==> src/rtl/rc4_phase_sched.sv <==
// rc4_phase_sched: top-level sequencer for the RC4 key-search datapath.
// It owns the single-port 256x8 S-memory and grants it to exactly one phase
// engine at a time (init, KSA, PRGA). It also steps the 24-bit candidate key,
// pulses start_over between attempts, and reports found / fail.
//
// Optional feature: define RC4_PHASE_TIMEOUT_EN to add a per-phase cycle
// limit (TIMEOUT). If the limit is reached, the search ends in FAIL with
// timeout_err set. Without the macro, timeout_err is tied 0 and each phase
// waits on its done flag indefinitely.
//
// Handshake: start is a one-cycle request. It is accepted only while busy=0
// (IDLE, FOUND, FAIL). Each engine's done flag is a level. It is sampled only
// in the state that owns that engine. Engines drop their done flags on the
// start_over pulse, so a stale done is never seen by the next attempt.
module rc4_phase_sched #(
    parameter logic [23:0] KEY_START = 24'h000000,
    parameter logic [23:0] KEY_END   = 24'h3FFFFF,
    parameter logic [19:0] TIMEOUT   = 20'd100000
) (
    input  logic        clk,
    input  logic        rst,
    input  logic        start,
    input  logic        init_done,
    input  logic        ksa_done,
    input  logic        prga_done,
    input  logic        prga_pass,
    input  logic [7:0]  init_addr,
    input  logic [7:0]  ksa_addr,
    input  logic [7:0]  prga_addr,
    input  logic [7:0]  init_wrdata,
    input  logic [7:0]  ksa_wrdata,
    input  logic [7:0]  prga_wrdata,
    input  logic        init_wren,
    input  logic        ksa_wren,
    input  logic        prga_wren,
    output logic [7:0]  s_addr,
    output logic [7:0]  s_wrdata,
    output logic        s_wren,
    output logic        init_go,
    output logic        ksa_go,
    output logic        prga_go,
    output logic        start_over,
    output logic [23:0] key,
    output logic        busy,
    output logic        found,
    output logic        fail,
    output logic        timeout_err
);

    typedef enum logic [2:0] {
        S_IDLE,
        S_INIT,
        S_KSA,
        S_PRGA,
        S_CHECK,
        S_NEXT_KEY,
        S_FOUND,
        S_FAIL
    } state_t;

    state_t state_q;
    state_t state_d;
    logic   pass_q;
    logic   accept_start;
    logic   in_phase;
    logic   phase_done;

    // A new search is accepted only from a resting state.
    assign accept_start = start && !busy;

    // Decode whether the FSM is waiting on an engine, and that engine's done flag.
    always_comb begin
        in_phase   = 1'b0;
        phase_done = 1'b0;
        case (state_q)
            S_INIT: begin in_phase = 1'b1; phase_done = init_done; end
            S_KSA:  begin in_phase = 1'b1; phase_done = ksa_done;  end
            S_PRGA: begin in_phase = 1'b1; phase_done = prga_done; end
            default: begin in_phase = 1'b0; phase_done = 1'b0; end
        endcase
    end

`ifdef RC4_PHASE_TIMEOUT_EN
    logic [19:0] timer_q;
    logic        tmo_hit;

    // The limit fires on the last allowed cycle of a phase unless done arrives in that cycle.
    assign tmo_hit = in_phase && !phase_done && (timer_q == TIMEOUT - 20'd1);

    // Phase timer: cleared on every state change, counts cycles spent inside a phase.
    always_ff @(posedge clk or posedge rst) begin
        if (rst) begin
            timer_q <= '0;
        end else if (state_d != state_q) begin
            timer_q <= '0;
        end else if (in_phase) begin
            timer_q <= timer_q + 20'd1;
        end
    end

    // Sticky timeout flag, cleared when the next search is accepted.
    always_ff @(posedge clk or posedge rst) begin
        if (rst) begin
            timeout_err <= 1'b0;
        end else if (accept_start) begin
            timeout_err <= 1'b0;
        end else if (tmo_hit) begin
            timeout_err <= 1'b1;
        end
    end
`else
    logic unused_timeout;
    assign unused_timeout = ^TIMEOUT;
    assign timeout_err    = 1'b0;
`endif

    // State register.
    always_ff @(posedge clk or posedge rst) begin
        if (rst) begin
            state_q <= S_IDLE;
        end else begin
            state_q <= state_d;
        end
    end

    // Next-state logic.
    always_comb begin
        state_d = state_q;
        case (state_q)
            S_IDLE, S_FOUND, S_FAIL: if (start) state_d = S_INIT;
            S_INIT:     if (init_done) state_d = S_KSA;
            S_KSA:      if (ksa_done)  state_d = S_PRGA;
            S_PRGA:     if (prga_done) state_d = S_CHECK;
            // '>=' also ends the search after one attempt when KEY_START > KEY_END.
            S_CHECK: begin
                if (pass_q)              state_d = S_FOUND;
                else if (key >= KEY_END) state_d = S_FAIL;
                else                     state_d = S_NEXT_KEY;
            end
            S_NEXT_KEY: state_d = S_INIT;
            default:    state_d = S_IDLE;
        endcase
`ifdef RC4_PHASE_TIMEOUT_EN
        if (tmo_hit) state_d = S_FAIL;
`endif
    end

    // Candidate key: reloaded on an accepted start, stepped once per retry.
    always_ff @(posedge clk or posedge rst) begin
        if (rst) begin
            key <= KEY_START;
        end else if (accept_start) begin
            key <= KEY_START;
        end else if (state_q == S_NEXT_KEY) begin
            key <= key + 24'd1;
        end
    end

    // Capture the PRGA verdict on the same edge that leaves PRGA.
    always_ff @(posedge clk or posedge rst) begin
        if (rst) begin
            pass_q <= 1'b0;
        end else if (state_q == S_PRGA && prga_done) begin
            pass_q <= prga_pass;
        end
    end

    // Moore control outputs, decoded from the registered state only.
    always_comb begin
        init_go    = (state_q == S_INIT);
        ksa_go     = (state_q == S_KSA);
        prga_go    = (state_q == S_PRGA);
        start_over = (state_q == S_NEXT_KEY);
        found      = (state_q == S_FOUND);
        fail       = (state_q == S_FAIL);
        busy       = !(state_q == S_IDLE || state_q == S_FOUND || state_q == S_FAIL);
    end

    // S-memory grant: only the owning engine's port reaches the memory.
    always_comb begin
        s_addr   = 8'h00;
        s_wrdata = 8'h00;
        s_wren   = 1'b0;
        case (state_q)
            S_INIT: begin s_addr = init_addr; s_wrdata = init_wrdata; s_wren = init_wren; end
            S_KSA:  begin s_addr = ksa_addr;  s_wrdata = ksa_wrdata;  s_wren = ksa_wren;  end
            S_PRGA: begin s_addr = prga_addr; s_wrdata = prga_wrdata; s_wren = prga_wren; end
            default: begin s_addr = 8'h00; s_wrdata = 8'h00; s_wren = 1'b0; end
        endcase
    end

endmodule

==> config.mk <==
export PLATFORM = sky130hd
export DESIGN_NAME = rc4_phase_sched
export DESIGN_NICKNAME = d
export VERILOG_FILES = /design/src/rtl/rc4_phase_sched.sv
export SDC_FILE = /design/constraint.sdc
export NUM_CORES = 1
export LEC_CHECK = 0
export BUFFER_PORTS_ARGS = -buffer_cell sky130_fd_sc_hd__buf_2
export CAP_MARGIN = 25
export CORE_ASPECT_RATIO = 0.7
export CORE_UTILIZATION = 45
export DETAILED_ROUTE_END_ITERATION = 16
export PLACE_DENSITY_LB_ADDON = 0.08
export SYNTH_ARGS = -nofsm -noshare
export SYNTH_HDL_FRONTEND = slang
export SYNTH_SLANG_ARGS = --single-unit
export TNS_END_PERCENT = 30
==> constraint.sdc <==
create_clock -name clk -period 2.3 [get_ports clk]
set_input_delay 0.46 -clock clk [delete_from_list [all_inputs] [get_ports clk]]
set_output_delay 0.46 -clock clk [all_outputs]
set_load 0.005 [all_outputs]
-- Yosys cells after proc, flatten, opt, wreduce, memory -nomap -nowiden
Index checks and enable logic that the tools add are counted.
W data, S select, Z words.
- register bits after elaboration: 28
- input bits: 58
- output and inout bits: 49
- logic and storage cells: 37
- add/subtract/negate cells: 1
- $lt $le $gt $ge: 1
- eq/ne operators: 11
- multiplexer cells: 12
- reductions and logical operators: 9
- operators by type and width (cell ; number):
    $mux W24 ; 2
    $pmux W8 S3 ; 2
    $add A24 B1 Y24 const B ; 1
    $ge A24 B22 Y1 const B ; 1
    $pmux W3 S6 ; 1
    $eq A3 B3 Y1 const B ; 4
    $mux W3 ; 4
    $ne A2 B2 Y1 const B ; 4
    $eq A3 B2 Y1 const B ; 2
    $mux W2 ; 2
    $reduce_and A4 Y1 ; 1
    $eq A3 B1 Y1 const B ; 1
    $logic_not A3 Y1 ; 1
    $pmux W1 S3 ; 1
    $reduce_or A3 Y1 ; 1
    $logic_and A1 B1 Y1 ; 2
    $logic_or A1 B1 Y1 ; 2
    $reduce_bool A2 Y1 ; 1
    $logic_not A1 Y1 ; 1

-- Logic depth before layout (Yosys ltp)
Gate-level depths: netlist (run 1).
- depth after elaboration: 5
- depth in mapped cells: 8
- depth with buffers taken out: 6

-- Least setup slack after synthesis (run 1)
No wires, ideal clock.
- path type: register -> output
- start: register state_q[1]
- end: output port s_addr[2]
- arrival time: 1.485 ns
- path slack: 0.355 ns
- cell stages (with the launch flop): 6
- buffers on the path: 2
- cell sequence: dfrtp_1 -> clkbuf_1 -> buf_2 -> mux2_2 -> a22oi_1 -> nor2_1
- word-level cells in the longest chain between the ends: 2
- elaborated cells on any way between the ends: 4
- ends and longest elaborated chain (item ; line ; RTL):
    start: declaration ; 61 ; state_t state_q;
    start signal: assignment ; 122 ; state_q <= state_d;
    $eq A3 B2 Y1 / $eq A3 B1 Y1 (equally long branches) ; - ;
    $pmux W8 S3 * ; 184 ; case (state_q)
    end: declaration ; 36 ; output logic [7:0] s_addr,
Every way passes the cells marked *; elsewhere a longest branch is shown, timed or not.

-- Final worst setup path (run 1)
- start: register state_q[0]
- end: output port s_addr[0]
Same word-level chain as after synthesis.

==> results of run 1 <==
==> cell usage after synthesis (all sizes together), types with 2 or more instances <==
cell type  number  area [sq um]
nand2          11          41.3
or3             3          18.8
nor2b           2          12.5
a22oi          17           128
or4            15           113
nor3b           3          22.5
and3            4          25.0
a21oi          23           115
nor2           26          97.6
o21ai           6          30.0
buf             9          45.1
and2            3          18.8
xor2            4          35.0
and4            4          35.0
nand3          10          55.1
nand4           6          37.5
dfrtp          28           701
inv             3          11.3
clkbuf         11          41.3
o31ai          15           113
nor3            4          25.0
mux2           19           214
==> cells in the final DEF (no fill, tap or decap), types with 2 or more instances in the layout <==
cell	Yosys	layout
buf_4	1	7
nor2_1	26	26
nor2b_1	2	2
a22oi_1	17	17
and3_1	4	4
o31ai_1	15	15
inv_1	2	2
mux2_2	19	19
and4_1	4	4
nand4_1	6	6
and2_1	3	3
nand2_1	11	11
nor3b_1	3	3
or3_1	3	3
a21oi_1	23	23
xor2_1	4	4
o21ai_0	6	6
or4_1	15	15
dfrtp_1	28	28
nand3_1	9	9
nor3_1	3	3
clkbuf_8	0	3
buf_2	6	105
==> worst max-delay path, delay by kind of cell, from the launching register on <==
family | cells | cell delay [ps]
buffers and inverters | 3 | 640
DFF | 1 | 410
AOI/OAI and AO/OA | 1 | 210
and+or+nand+nor | 2 | 140
==> power by group through the flow <==
stage               Combinational (mW)  Sequential (mW)  Clock [mW]
floorplan                        0.972            0.707           0
global placement                  1.45            0.719           0
detailed placement                1.47            0.721           0
CTS                               1.47            0.713       0.271
global route                      1.64            0.734       0.289
finish                            1.47            0.717       0.264
==> layout make-up <==
type / count / share of cell area, %
multi-input combinational: 185 / 46.4
clock buffer: 3 / 1.56
timing repair buffer: 113 / 22.3
sequential: 28 / 26.5
tap: 55 / 2.61
inverter: 4 / 0.616
==> worst paths after layout <==
check	endpoint	cells past startpoint	from	slack (ps)
worst max-delay path	s_addr[0]	6	state_q[0]	160
worst min-delay path	key[17]	3	rst	230
min in group clk	pass_q	2	prga_pass	410
max in group asynchronous	key[13]	3	rst	1810
worst max register to register	key[7]	7	state_q[1]	380
worst min register to register	key[19]	2	key[19]	560
==> flip-flops by register name, indices dropped and copies added, names as in the netlist <==
register	cells
key	24
pass_q	1
state_q	3
==> metal layers <==
metal	vias to the layer above	part of all wire (%)	GRT usage [%]
met4	0	0.43	3.76
met1	1014	48	34.2
li1	1085	-	-
met3	4	5.9	4.88
met5	-	0	0
met2	75	46	32.2
==> cell families (layout without fill, tap and decap cells) <==
kind of cell             Yosys count  count (layout)  share of synthesized area [%]
AO/OA/AOI/OAI                     64              64                           20.2
XOR/XNOR                           5               5                           2.16
adder cells (fa/ha/maj)            1               1                          0.617
buffers and inverters             24             120                           5.06
flip-flops                        28              28                           34.5
multiplexers                      20              20                           11.0
other                              1               1                          0.185
AND/OR/NAND/NOR                   94              94                           26.2
==> stage by stage <==
stage               setup WS, ps  total power [mW]  hold WS (ps)
global route                36.1              2.66           266
finish                       161              2.45           232
CTS                         76.0              2.46           241
detailed placement           386              2.19           545
floorplan                    355              1.68           504
global placement             395              2.17           544
==> metrics.txt, run 1 <==
Tmin final=2140 ps; vias in the first global route=1739; crit path capture type=output pin; # diodes=0; Worst EP required=1840 ps; largest net degree at the start of global routing=31; Fillers=391; most common flop cell mapped by yosys=dfrtp_1; Hold Path Class=input pin to asynchronous set/reset pin; die area=4780 sq um; Static Leak=1.29 nW; Synth cell types=38; Post-DRT Antenna Nets=0; Clk Latency, worst-skew pair=270 ps; total gr overflow=0; clock transition at the registers of the reported paths=90 ps; TritonRoute pass-1 iters=4; TNS Setup=0 ps; cell row count=20; RD Place Congestion=0.788; final core occ=61.0%; Post-CTS Setup Bufs=0; YS warnings=0; Crit path largest cell delay=410 ps; CTS root buffer=clkbuf_8; first-pass GRT wire length=8310 um; number of gates resized after CTS=0; # nets final=394; Sink Count=28; # setup viols final=0; Post-CTS Hold Buffers=0; drt via density=5.61; Num CTS Buffers=3; Iter 0 DRT Violations=124; initial antenna violation count=0; ys async rst share=100%; WL final=5310 um; arrival time worst endpoint=1680 ps; Final Hold Viols=0; multi-input combinational cell area=1220 sq um; Post-synth EDFFs=0; Syn Area/Cell=8.56 sq um; CTS tree=done; status=completed; Worst setup SP type=flop; highest clock rate=467 MHz; register area=701 sq um; Max clock buf depth=2; DP Area=2600 sq um; worst-path maximum fanout=30; H-tree levels=1; vias=2178; Cells after DPL=385; crit-path cells=buf_4 > nor2_1 > buf_4 > a22oi_1 > nor2_1 > buf_2; Die Wd=82.2 um; Layout area overhead=30.2%; Total Routing Usage GR=22.3%; drc violations=0; period utilization=93.0%; Post-Layout Cell Count=388; port bufs=105; IO Pins=107; clock skew=3.99 ps; P_sw=1.07 mW; initial core utilization=46.8%; post-route cell area=2640 sq um; DP HPWL=3800 um; clock group share of total power=10.8%; Comb pwr share=60.0%; PwrDens=927 nW/um^2; sequential share of power=29.3%; Crit-path slowest cell=dfrtp_1; WS Path Type=flop to output pin; VDD IR max=0.000506 V; share of cells above drive strength 1=42.3%; Sw Ratio=43.6%; Yosys reg bits=28; Synth Instances=237; Pint=1.38 mW; max cap viols=0; Max Slew Vio Count=0; syn_nets=296; sequential area share after synthesis=34.5%; Core Box Area=4330 sq um; RSZ-0062 raised after global routing=no; routed len/inst=13.7 um; area of the mapped netlist=2030 sq um; DIE HEIGHT=58.2 um
Note: power is estimated with default switching activity, not from simulation.
==> inputs of run 2 (changes only) <==
- CELL_PAD_IN_SITES_DETAIL_PLACEMENT: not set -> 1
- CELL_PAD_IN_SITES_GLOBAL_PLACEMENT: not set -> 2
- CORE_UTILIZATION: 45 -> 24
- clock period: 2.3 -> 2.2 ns (I/O delays scaled with it)
==> metrics.txt, run 2 (same netlist as run 1, synthesis figures left out) <==
RSZ-0062 raised after global routing=no; Largest register FFs=24; DP HPWL=5190 um; P_sw=1.23 mW; Die Wd=112 um; worst r2r path cells=7; Comb pwr share=58.2%; GRT busiest layer=met2; Layout area overhead=37.3%; period utilization=94.9%; Pint=1.63 mW; Iter 0 DRT Violations=110; Core Box Area=8040 sq um; worst-path maximum fanout=11; Hold Path Class=input pin to asynchronous set/reset pin; failing checks=design-rule violations; Sink Count=28; arrival time worst endpoint=1650 ps; Max Slew Vio Count=0; port bufs=105; relative slew slack=65.2%; total gr overflow=0; highest clock rate=479 MHz; DIE HEIGHT=78.9 um; TNS Setup=0 ps; DP Area=2690 sq um; first-pass GRT wire length=11600 um; CTS root buffer=clkbuf_16; post-route cell area=2780 sq um; critical path buffer and inverter count=2; largest net degree at the start of global routing=31; crit path capture type=output pin; die area=8830 sq um; share of cells above drive strength 1=43.5%; Tmin final=2090 ps; GR Util met3=3.89%; vias in the first global route=2269; initial core utilization=25.2%; total power=2.87 mW; initial antenna violation count=0; reg-to-reg endpoint=key[5]; # diodes=0; Clk Latency, worst-skew pair=270 ps; routed len/inst=15.9 um; clock skew=2.98 ps; H-tree levels=1; most common cell after layout, fill and taps aside=buf_2; Worst EP required=1760 ps; r2r startpoint=state_q[1]; status=finished, violations left; cell row count=27; Worst setup SP type=flop; Final Hold Viols=0; top flop regs=key x24, state_q x3, pass_q x1; clock group share of total power=15.1%; VDD IR max=0.000310 V; setup slack, reg-to-reg=310 ps; vias=2242; drc violations=3; met2 GRT Util=26.1%; crit-path cells=buf_4 > mux2_2 > a22oi_1 > nor2_1 > buf_2; most frequent cells in the layout=105 x buf_2, 27 x dfrtp_1, 26 x nor2_1; PwrDens=1030 nW/um^2; final worst slack=113 ps; hold slack final=223 ps; Post-DRT Antenna Nets=0; CP top delay family=flip-flops; sequential share of power=26.7%; worst-margin pin slew=522 ps; Place WS=91.7 ps; IO Pins=107; TritonRoute pass-1 iters=10; WS Path Type=flop to output pin; Crit-path slowest cell=dfrtp_2; met1 Use GR=22.7%; Max clock buf depth=2; RD Place Congestion=0.711; Sw Ratio=43.0%; Post-CTS Hold Buffers=0; Total Routing Usage GR=16.5%; Static Leak=1.34 nW; # setup viols final=0; WL final=6980 um; Biggest register=key; Num CTS Buffers=3; # nets final=399; CTS tree=done; Fillers=994; drt via density=5.11; Crit path largest cell delay=420 ps; clock transition at the registers of the reported paths=70 ps; max cap viols=0
==> run 2: layer usage <==
| layer | up-vias | share of wire [%] | wire length, um |
|---|---|---|---|
| met3 | 4 | 4.6 | 323 |
| met4 | 0 | 0.83 | 58 |
| met1 | 1090 | 48 | 3380 |
| li1 | 1097 | - | - |
| met2 | 51 | 46 | 3210 |
| met5 | - | 0 | 0 |
==> run 2: power by group through the flow <==
stage	logic (mW)	clock network, mW	registers, mW
floorplan	1.02	0	0.740
global placement	1.67	0	0.764
detailed placement	1.70	0	0.771
CTS	1.70	0.449	0.763
global route	1.89	0.473	0.790
finish	1.67	0.433	0.765
==> run 2: worst max-delay path by stage <==
stage          cells after the start   endpoint  startpoint  slack, ps
2_1_floorplan                      5  s_addr[2]  state_q[1]        270
3_3_place_gp                       5    key[18]      key[0]        230
3_5_place_dp                       5    key[22]      key[0]         90
4_1_cts                            5  s_addr[7]  state_q[1]         60
5_1_grt                            5  s_addr[3]  state_q[1]         10
6_report                           5  s_addr[3]  state_q[1]        110
==> run 2: layout make-up <==
type | count | area, sq um | area share [%]
tap | 101 | 126 | 4.54
timing repair buffer | 118 | 639 | 23.0
clock buffer | 3 | 75.1 | 2.70
sequential | 28 | 702 | 25.2
inverter | 4 | 16.3 | 0.584
multi-input combinational | 185 | 1220 | 44.0
==> run 2: tightest hold or removal path, stage by stage <==
cell and delay, ps:
buf_2 90, inv_1 40, buf_4 340
==> run 2: per-stage QoR <==
step	utilization, %	cells
finish	34.6	439
global route	34.6	439
CTS	34.4	437
floorplan	-	237
global placement	33.4	434
detailed placement	33.4	434
==> run 2: timing repair <==
item,4_1_cts,5_1_grt
resized for setup,0,2
endpoints found under the setup margin,0,16
buffers inserted,0,2
